===== src/rtl/dpa_alu_issue_ctl_if.sv =====
// dpa_alu_issue_ctl_if: request, ALU-control and response channels of the ALU issue stage.
interface dpa_alu_issue_ctl_if #(parameter int WIDTH = 8);
    logic             req_valid;
    logic             req_ready;
    logic [1:0]       req_op;
    logic [WIDTH-1:0] req_a;
    logic [WIDTH-1:0] req_b;
    logic             alu_enable;
    logic [1:0]       alu_sel;
    logic [WIDTH-1:0] alu_a;
    logic [WIDTH-1:0] alu_b;
    logic             alu_ready;
    logic [WIDTH-1:0] alu_result;
    logic             alu_carry;
    logic             rsp_valid;
    logic             rsp_ready;
    logic [WIDTH-1:0] rsp_result;
    logic             rsp_carry;
    logic             rsp_timeout;
    modport slave (
        input  req_valid, req_op, req_a, req_b, alu_ready, alu_result, alu_carry, rsp_ready,
        output req_ready, alu_enable, alu_sel, alu_a, alu_b, rsp_valid, rsp_result, rsp_carry, rsp_timeout
    );
    modport master (
        output req_valid, req_op, req_a, req_b, alu_ready, alu_result, alu_carry, rsp_ready,
        input  req_ready, alu_enable, alu_sel, alu_a, alu_b, rsp_valid, rsp_result, rsp_carry, rsp_timeout
    );
endinterface


===== src/rtl/dpa_alu_issue_ctl.sv =====
// dpa_alu_issue_ctl: issues one ALU op, waits for ready or timeout, returns the result; DPA_ALU_ISSUE_RANDOM_DELAY_EN adds an LFSR-driven pre-RUN delay.
module dpa_alu_issue_ctl #(
    parameter int WIDTH          = 8,
    parameter int TIMEOUT_CYCLES = 15
) (
    input logic                clock,
    input logic                reset,
    dpa_alu_issue_ctl_if.slave bus
);
    localparam logic [1:0] IDLE = 2'd0;
    localparam logic [1:0] RUN  = 2'd2;
    localparam logic [1:0] RESP = 2'd3;

    logic [1:0]       state_q, state_d, op_q, op_d;
    logic [WIDTH-1:0] a_q, a_d, b_q, b_d;
    logic [7:0]       cnt_q, cnt_d;
    logic             req_ready_q, req_ready_d, alu_enable_q, alu_enable_d;
    logic [1:0]       alu_sel_q, alu_sel_d;
    logic [WIDTH-1:0] alu_a_q, alu_a_d, alu_b_q, alu_b_d, rsp_result_q, rsp_result_d;
    logic             rsp_valid_q, rsp_valid_d, rsp_carry_q, rsp_carry_d, rsp_timeout_q, rsp_timeout_d;
    logic             accept, done, expire, run, run_go;
    logic [1:0]       first_state;

    assign accept = state_q == IDLE && bus.req_valid && req_ready_q;
    assign done   = state_q == RUN && bus.alu_ready;
    assign expire = state_q == RUN && !bus.alu_ready && cnt_q == 8'(TIMEOUT_CYCLES);

`ifdef DPA_ALU_ISSUE_RANDOM_DELAY_EN
    localparam logic [1:0] DELAY = 2'd1;
    logic [7:0] lfsr_q, lfsr_d;
    logic [1:0] dly_q, dly_d;
    always_comb begin
        lfsr_d      = {lfsr_q[6:0], lfsr_q[7] ^ lfsr_q[5] ^ lfsr_q[4] ^ lfsr_q[3]};
        dly_d       = accept ? lfsr_q[1:0] : state_q == DELAY ? dly_q - 2'd1 : dly_q;
        first_state = lfsr_q[1:0] == 2'd0 ? RUN : DELAY;
        run_go      = state_q == DELAY && dly_q == 2'd1;
    end
    always_ff @(posedge clock or posedge reset) begin
        if (reset) begin
            lfsr_q <= 8'hA5;
            dly_q  <= '0;
        end else begin
            lfsr_q <= lfsr_d;
            dly_q  <= dly_d;
        end
    end
`else
    assign first_state = RUN;
    assign run_go      = 1'b0;
`endif

    // Outputs are computed from the next state so every port comes straight from a flop.
    always_comb begin
        state_d       = accept ? first_state : (done || expire) ? RESP :
                        (state_q == RESP && bus.rsp_ready) ? IDLE : run_go ? RUN : state_q;
        op_d          = accept ? bus.req_op : op_q;
        a_d           = accept ? bus.req_a : a_q;
        b_d           = accept ? bus.req_b : b_q;
        cnt_d         = state_q == RUN ? cnt_q + 8'd1 : 8'd0;
        run           = state_d == RUN;
        req_ready_d   = state_d == IDLE;
        alu_enable_d  = run;
        alu_sel_d     = run ? op_d : 2'd0;
        alu_a_d       = run ? a_d : '0;
        alu_b_d       = run ? b_d : '0;
        rsp_valid_d   = state_d == RESP;
        rsp_result_d  = done ? bus.alu_result : expire ? '0 : rsp_result_q;
        rsp_carry_d   = done ? (op_q == 2'b00 && bus.alu_carry) : expire ? 1'b0 : rsp_carry_q;
        rsp_timeout_d = done ? 1'b0 : expire ? 1'b1 : rsp_timeout_q;
    end

    always_ff @(posedge clock or posedge reset) begin
        if (reset) begin
            state_q       <= IDLE;
            op_q          <= '0;
            a_q           <= '0;
            b_q           <= '0;
            cnt_q         <= '0;
            req_ready_q   <= 1'b0;
            alu_enable_q  <= 1'b0;
            alu_sel_q     <= '0;
            alu_a_q       <= '0;
            alu_b_q       <= '0;
            rsp_valid_q   <= 1'b0;
            rsp_result_q  <= '0;
            rsp_carry_q   <= 1'b0;
            rsp_timeout_q <= 1'b0;
        end else begin
            state_q       <= state_d;
            op_q          <= op_d;
            a_q           <= a_d;
            b_q           <= b_d;
            cnt_q         <= cnt_d;
            req_ready_q   <= req_ready_d;
            alu_enable_q  <= alu_enable_d;
            alu_sel_q     <= alu_sel_d;
            alu_a_q       <= alu_a_d;
            alu_b_q       <= alu_b_d;
            rsp_valid_q   <= rsp_valid_d;
            rsp_result_q  <= rsp_result_d;
            rsp_carry_q   <= rsp_carry_d;
            rsp_timeout_q <= rsp_timeout_d;
        end
    end

    assign bus.req_ready   = req_ready_q;
    assign bus.alu_enable  = alu_enable_q;
    assign bus.alu_sel     = alu_sel_q;
    assign bus.alu_a       = alu_a_q;
    assign bus.alu_b       = alu_b_q;
    assign bus.rsp_valid   = rsp_valid_q;
    assign bus.rsp_result  = rsp_result_q;
    assign bus.rsp_carry   = rsp_carry_q;
    assign bus.rsp_timeout = rsp_timeout_q;
endmodule


===== src/flat_wrapper.sv =====
// flat-port wrapper written by rule: the top's interface ports become plain ports
module dpa_alu_issue_ctl_flat 
#(
    parameter int WIDTH          = 8,
    parameter int TIMEOUT_CYCLES = 15
)
  (clock, reset, bus_req_valid, bus_req_op, bus_req_a, bus_req_b, bus_alu_ready, bus_alu_result, bus_alu_carry, bus_rsp_ready, bus_req_ready, bus_alu_enable, bus_alu_sel, bus_alu_a, bus_alu_b, bus_rsp_valid, bus_rsp_result, bus_rsp_carry, bus_rsp_timeout);
  dpa_alu_issue_ctl_if #(.WIDTH(WIDTH)) bus_i ();
  input logic clock;
  input logic reset;
  input wire logic [$bits(bus_i.req_valid)-1:0] bus_req_valid;
  input wire logic [$bits(bus_i.req_op)-1:0] bus_req_op;
  input wire logic [$bits(bus_i.req_a)-1:0] bus_req_a;
  input wire logic [$bits(bus_i.req_b)-1:0] bus_req_b;
  input wire logic [$bits(bus_i.alu_ready)-1:0] bus_alu_ready;
  input wire logic [$bits(bus_i.alu_result)-1:0] bus_alu_result;
  input wire logic [$bits(bus_i.alu_carry)-1:0] bus_alu_carry;
  input wire logic [$bits(bus_i.rsp_ready)-1:0] bus_rsp_ready;
  output wire logic [$bits(bus_i.req_ready)-1:0] bus_req_ready;
  output wire logic [$bits(bus_i.alu_enable)-1:0] bus_alu_enable;
  output wire logic [$bits(bus_i.alu_sel)-1:0] bus_alu_sel;
  output wire logic [$bits(bus_i.alu_a)-1:0] bus_alu_a;
  output wire logic [$bits(bus_i.alu_b)-1:0] bus_alu_b;
  output wire logic [$bits(bus_i.rsp_valid)-1:0] bus_rsp_valid;
  output wire logic [$bits(bus_i.rsp_result)-1:0] bus_rsp_result;
  output wire logic [$bits(bus_i.rsp_carry)-1:0] bus_rsp_carry;
  output wire logic [$bits(bus_i.rsp_timeout)-1:0] bus_rsp_timeout;
  assign bus_i.req_valid = bus_req_valid;
  assign bus_i.req_op = bus_req_op;
  assign bus_i.req_a = bus_req_a;
  assign bus_i.req_b = bus_req_b;
  assign bus_i.alu_ready = bus_alu_ready;
  assign bus_i.alu_result = bus_alu_result;
  assign bus_i.alu_carry = bus_alu_carry;
  assign bus_i.rsp_ready = bus_rsp_ready;
  assign bus_req_ready = bus_i.req_ready;
  assign bus_alu_enable = bus_i.alu_enable;
  assign bus_alu_sel = bus_i.alu_sel;
  assign bus_alu_a = bus_i.alu_a;
  assign bus_alu_b = bus_i.alu_b;
  assign bus_rsp_valid = bus_i.rsp_valid;
  assign bus_rsp_result = bus_i.rsp_result;
  assign bus_rsp_carry = bus_i.rsp_carry;
  assign bus_rsp_timeout = bus_i.rsp_timeout;
  dpa_alu_issue_ctl #(.WIDTH(WIDTH), .TIMEOUT_CYCLES(TIMEOUT_CYCLES)) u_core (.clock(clock), .reset(reset), .bus(bus_i));
endmodule

===== config.mk =====
export PLATFORM = sky130hd
export DESIGN_NAME = dpa_alu_issue_ctl_flat
export DESIGN_NICKNAME = d
export VERILOG_FILES = /design/src/rtl/dpa_alu_issue_ctl_if.sv /design/src/rtl/dpa_alu_issue_ctl.sv /design/src/flat_wrapper.sv
export SDC_FILE = /design/constraint.sdc
export NUM_CORES = 1
export LEC_CHECK = 0
export ABC_AREA = 0
export CAP_MARGIN = 20
export CORE_ASPECT_RATIO = 0.8
export CORE_MARGIN = 1
export CORE_UTILIZATION = 54
export CTS_BUF_LIST = sky130_fd_sc_hd__clkbuf_8
export DETAILED_ROUTE_END_ITERATION = 8
export GPL_ROUTABILITY_DRIVEN = 0
export GPL_TIMING_DRIVEN = 0
export PLACE_DENSITY = 0.88
export SETUP_SLACK_MARGIN = 0.2
export SYNTH_ARGS = -nofsm -noshare
export SYNTH_HDL_FRONTEND = slang
export SYNTH_SLANG_ARGS = --single-unit

===== constraint.sdc =====
create_clock -name clock -period 3 [get_ports clock]
set_input_delay 0.45 -clock clock [delete_from_list [all_inputs] [get_ports clock]]
set_output_delay 0.45 -clock clock [all_outputs]
set_load 0.02 [all_outputs]

==> impl_metrics.yaml <==
global_routing:
  grt_overflow: 0
  antenna_found_initial: 0
  grt_pass1_vias: 1463
  grt_pass1_wl_mm: 7.383
  grt_start_max_net_pins: 44
  grt_usage_pct: 22.17
final_layout:
  final_common_cell: "clkdlybuf4s50_1"
  fillers: 264
  fin_cells: 303
  drive_above_1_share_pct: 23.17
  area_growth_pct: 38.81
  final_core_util_pct: 78.66
  fin_nets: 274
  n_antenna_cell: 0
  seqCellArea_mm2: 0.001476
  multi_input_area_um2: 819.5
  mostFrequentLayoutCells: "clkdlybuf4s50_1, dfrtp_1, nand2_1"
die:
  io_pins: 63
  die_x_um: 76.26
  dieArea_mm2: 0.004683
  initial_core_util_pct: 56.67
  rows: 21
  die_height_um: 61.41
  design.core.area_mm2: 0.004204
power:
  total_power_w: 0.003179
  ir_drop_mv: 0.7146
  p_leak_nw: 1.432
  cellPowerDensity_mw_per_mm2: 961.3
sta:
  fmax_ghz: 0.5227
  finalClockSkew_ns: 0.004690
  final-setup-viol-count: 0
  fin_crit_sh_pct: 63.77
  finalHoldViolations: 0
  worstMarginPinSlew_ns: 0.7487
  relSlewSlack_pct: 50.09
  min_period_ns: 1.913
  maxSlewViolCount: 0
  whs_ns: 0.4280
  finalSetupTns_ns: 0
  rsz0062_at_grt: "false"
setup_path:
  start_kind: "input pin"
  rr_startpoint: "u_core.state_q[1]$_DFF_PP0_"
  worstPathMaxFanout: 10
  critPathMaxStageDelay_ns: 0.47
  r2r_cells: 6
  r2r-end: "u_core.bus.alu_b[6]$_DFF_PP0_"
  path_class: "input pin to register"
  reg2reg_slack_ns: 1.18
  crit_family: "buffers and inverters"
  cp.arrival_ns: 2.09
  cp_cell_sequence: "clkdlybuf4s50_1 -> nor4bb_1 -> buf_4 -> buf_12 -> mux2_4 -> nor3b_2"
  critPathSlowestCell: "clkdlybuf4s50_1"
  cp-end-kind: "register"
  cp_num_buf_inv: 3
  cp_data_required_time_ns: 3.17
logic_synthesis:
  yosysWarningCount: 0
  ys_types: 35
  ys.flop_type: "dfrtp_1"
  syn_avg_cell_area_um2: 14.27
  synthesis.nets: 200
  synth_edf_count: 0
  async_flop_share_pct: 100.0
  synth_area_mm2: 0.002382
  synthCells: 167
  synth-seq-cells: 59
  synth.yosys.seq_area_share_pct: 61.97
cts:
  worstSkewPairLatency_ns: 0.32
  cts_resized: 0
  cts_sinks: 59
  cts_setup_buffers: 0
  cts.reportedPaths.clkPinSlew_ns: 0.06
  root_buffer: "clkbuf_8"
  cts_buffer_depth: 2
  cts_buffers: 9
  cts_tree: "yes"
  ctsHtreeMaxLevel: 3
  postCtsHoldBufs: 0
placed_design:
  place_inst: 287
  dp_hpwl_mm: 3.220
  placement.io_buffers: 62
route:
  drt_pass1_iterations: 4
  avgRoutedWirePerCell_um: 15.40
  viasPerCell: 5.155
  drtIter0Drc: 32
  ant_nets: 0
  vias: 1562
  route.detailed.drc: 0
  drt-total-wl_mm: 4.666
flow_run:
  cap_violations: 0
hold_path:
  min_path_type: "input pin to async pin"
outcome:
  status: "complete, no violations"
-- final cells by class --
type	count	area share [%]
flip-flops and latches	59	44.65
inverters	2	0.2270
clock buffers	12	4.994
multi-input cells	96	24.78
plain buffers	10	2.384
clock inverters	4	1.438
well taps	57	2.157
repair buffers	63	19.37
-- routing by layer --
metal	global-route usage, %	wire (um)	vias to the layer above
met5	0	0	-
met4	9.066	23	0
met3	8.444	235	2
met2	35.78	2347	56
met1	27.79	2060	770
li1	-	-	734
-- synthesized netlist by cell type, types with 2 or more instances --
library cell  instances  share of area (%)
dfrtp_1              59                 62
nand2_1              16                2.5
mux2_4               10                6.3
nor3b_2              10                5.3
mux2_2                9                4.3
o2bb2ai_1             9                3.3
nor3b_1               8                2.5
nor2_1                6               0.95
a21oi_1               3               0.63
clkbuf_1              3               0.47
and3_1                2               0.53
buf_2                 2               0.42
buf_4                 2               0.63
buf_6                 2               0.95
inv_1                 2               0.32
nand3_1               2               0.42
o21ai_0               2               0.42
or3_1                 2               0.53
xor2_1                2               0.74
-- how the worst max path moves through the flow --
stage                                               end  cells past startpoint  slack (ns)           from
after floorplan                 u_core.a_q[0]$_DFF_PP0_                      1        1.09          reset
after global placement          u_core.b_q[3]$_DFF_PP0_                      2        0.20          reset
after detailed placement  u_core.bus.alu_a[3]$_DFF_PP0_                      6        0.75  bus_req_valid
after CTS                 u_core.bus.alu_b[6]$_DFF_PP0_                      6        1.09  bus_req_valid
after global routing      u_core.bus.alu_b[6]$_DFF_PP0_                      6        1.04  bus_req_valid
final                     u_core.bus.alu_b[6]$_DFF_PP0_                      6        1.09  bus_req_valid
-- stage by stage --
step                instance area [um^2]  setup WS, ns
floorplan                           2382         1.094
global placement                    3074        0.1984
detailed placement                  3094        0.7528
CTS                                 3307         1.091
global route                        3307         1.035
finish                              3307         1.087
-- sequential cells by signal (all words and copies together), names as in the netlist, 8 cells and up --
| register | flops |
|---|---|
| u_core.bus.alu_b | 8 |
| u_core.bus.alu_a | 8 |
| u_core.a_q | 8 |
| u_core.cnt_q | 8 |
| u_core.bus.rsp_result | 8 |
| u_core.b_q | 8 |
-- worst register-to-register path: cells and delay by family (launching register included) --
kind | cells | cell delay [ns]
mux | 1 | 0.32
flops | 1 | 0.37
simple gates | 2 | 0.42
buf+inv | 3 | 0.54
-- power breakdown --
part	internal, W	total [W]	switching (W)
clock	0.000448	0.000738	0.000289
combinational	0.000645	0.00125	0.000601
sequential	0.00108	0.00120	0.000115
-- cells by family (layout without fill, tap and decap cells) --
group                      count (synthesis)  count (layout)  share of synthesized area [%]
DFF                                       59              59                          61.97
adders and majority gates                  1               1                         0.5251
muxes                                     19              19                          10.56
xor gates and xnor gates                   3               3                          1.103
buffers and inverters                     12              91                          3.624
AOI/OAI and AO/OA                         21              21                          7.301
and+or+nand+nor                           52              52                          14.92
Power figures use the tool's default switching activity.
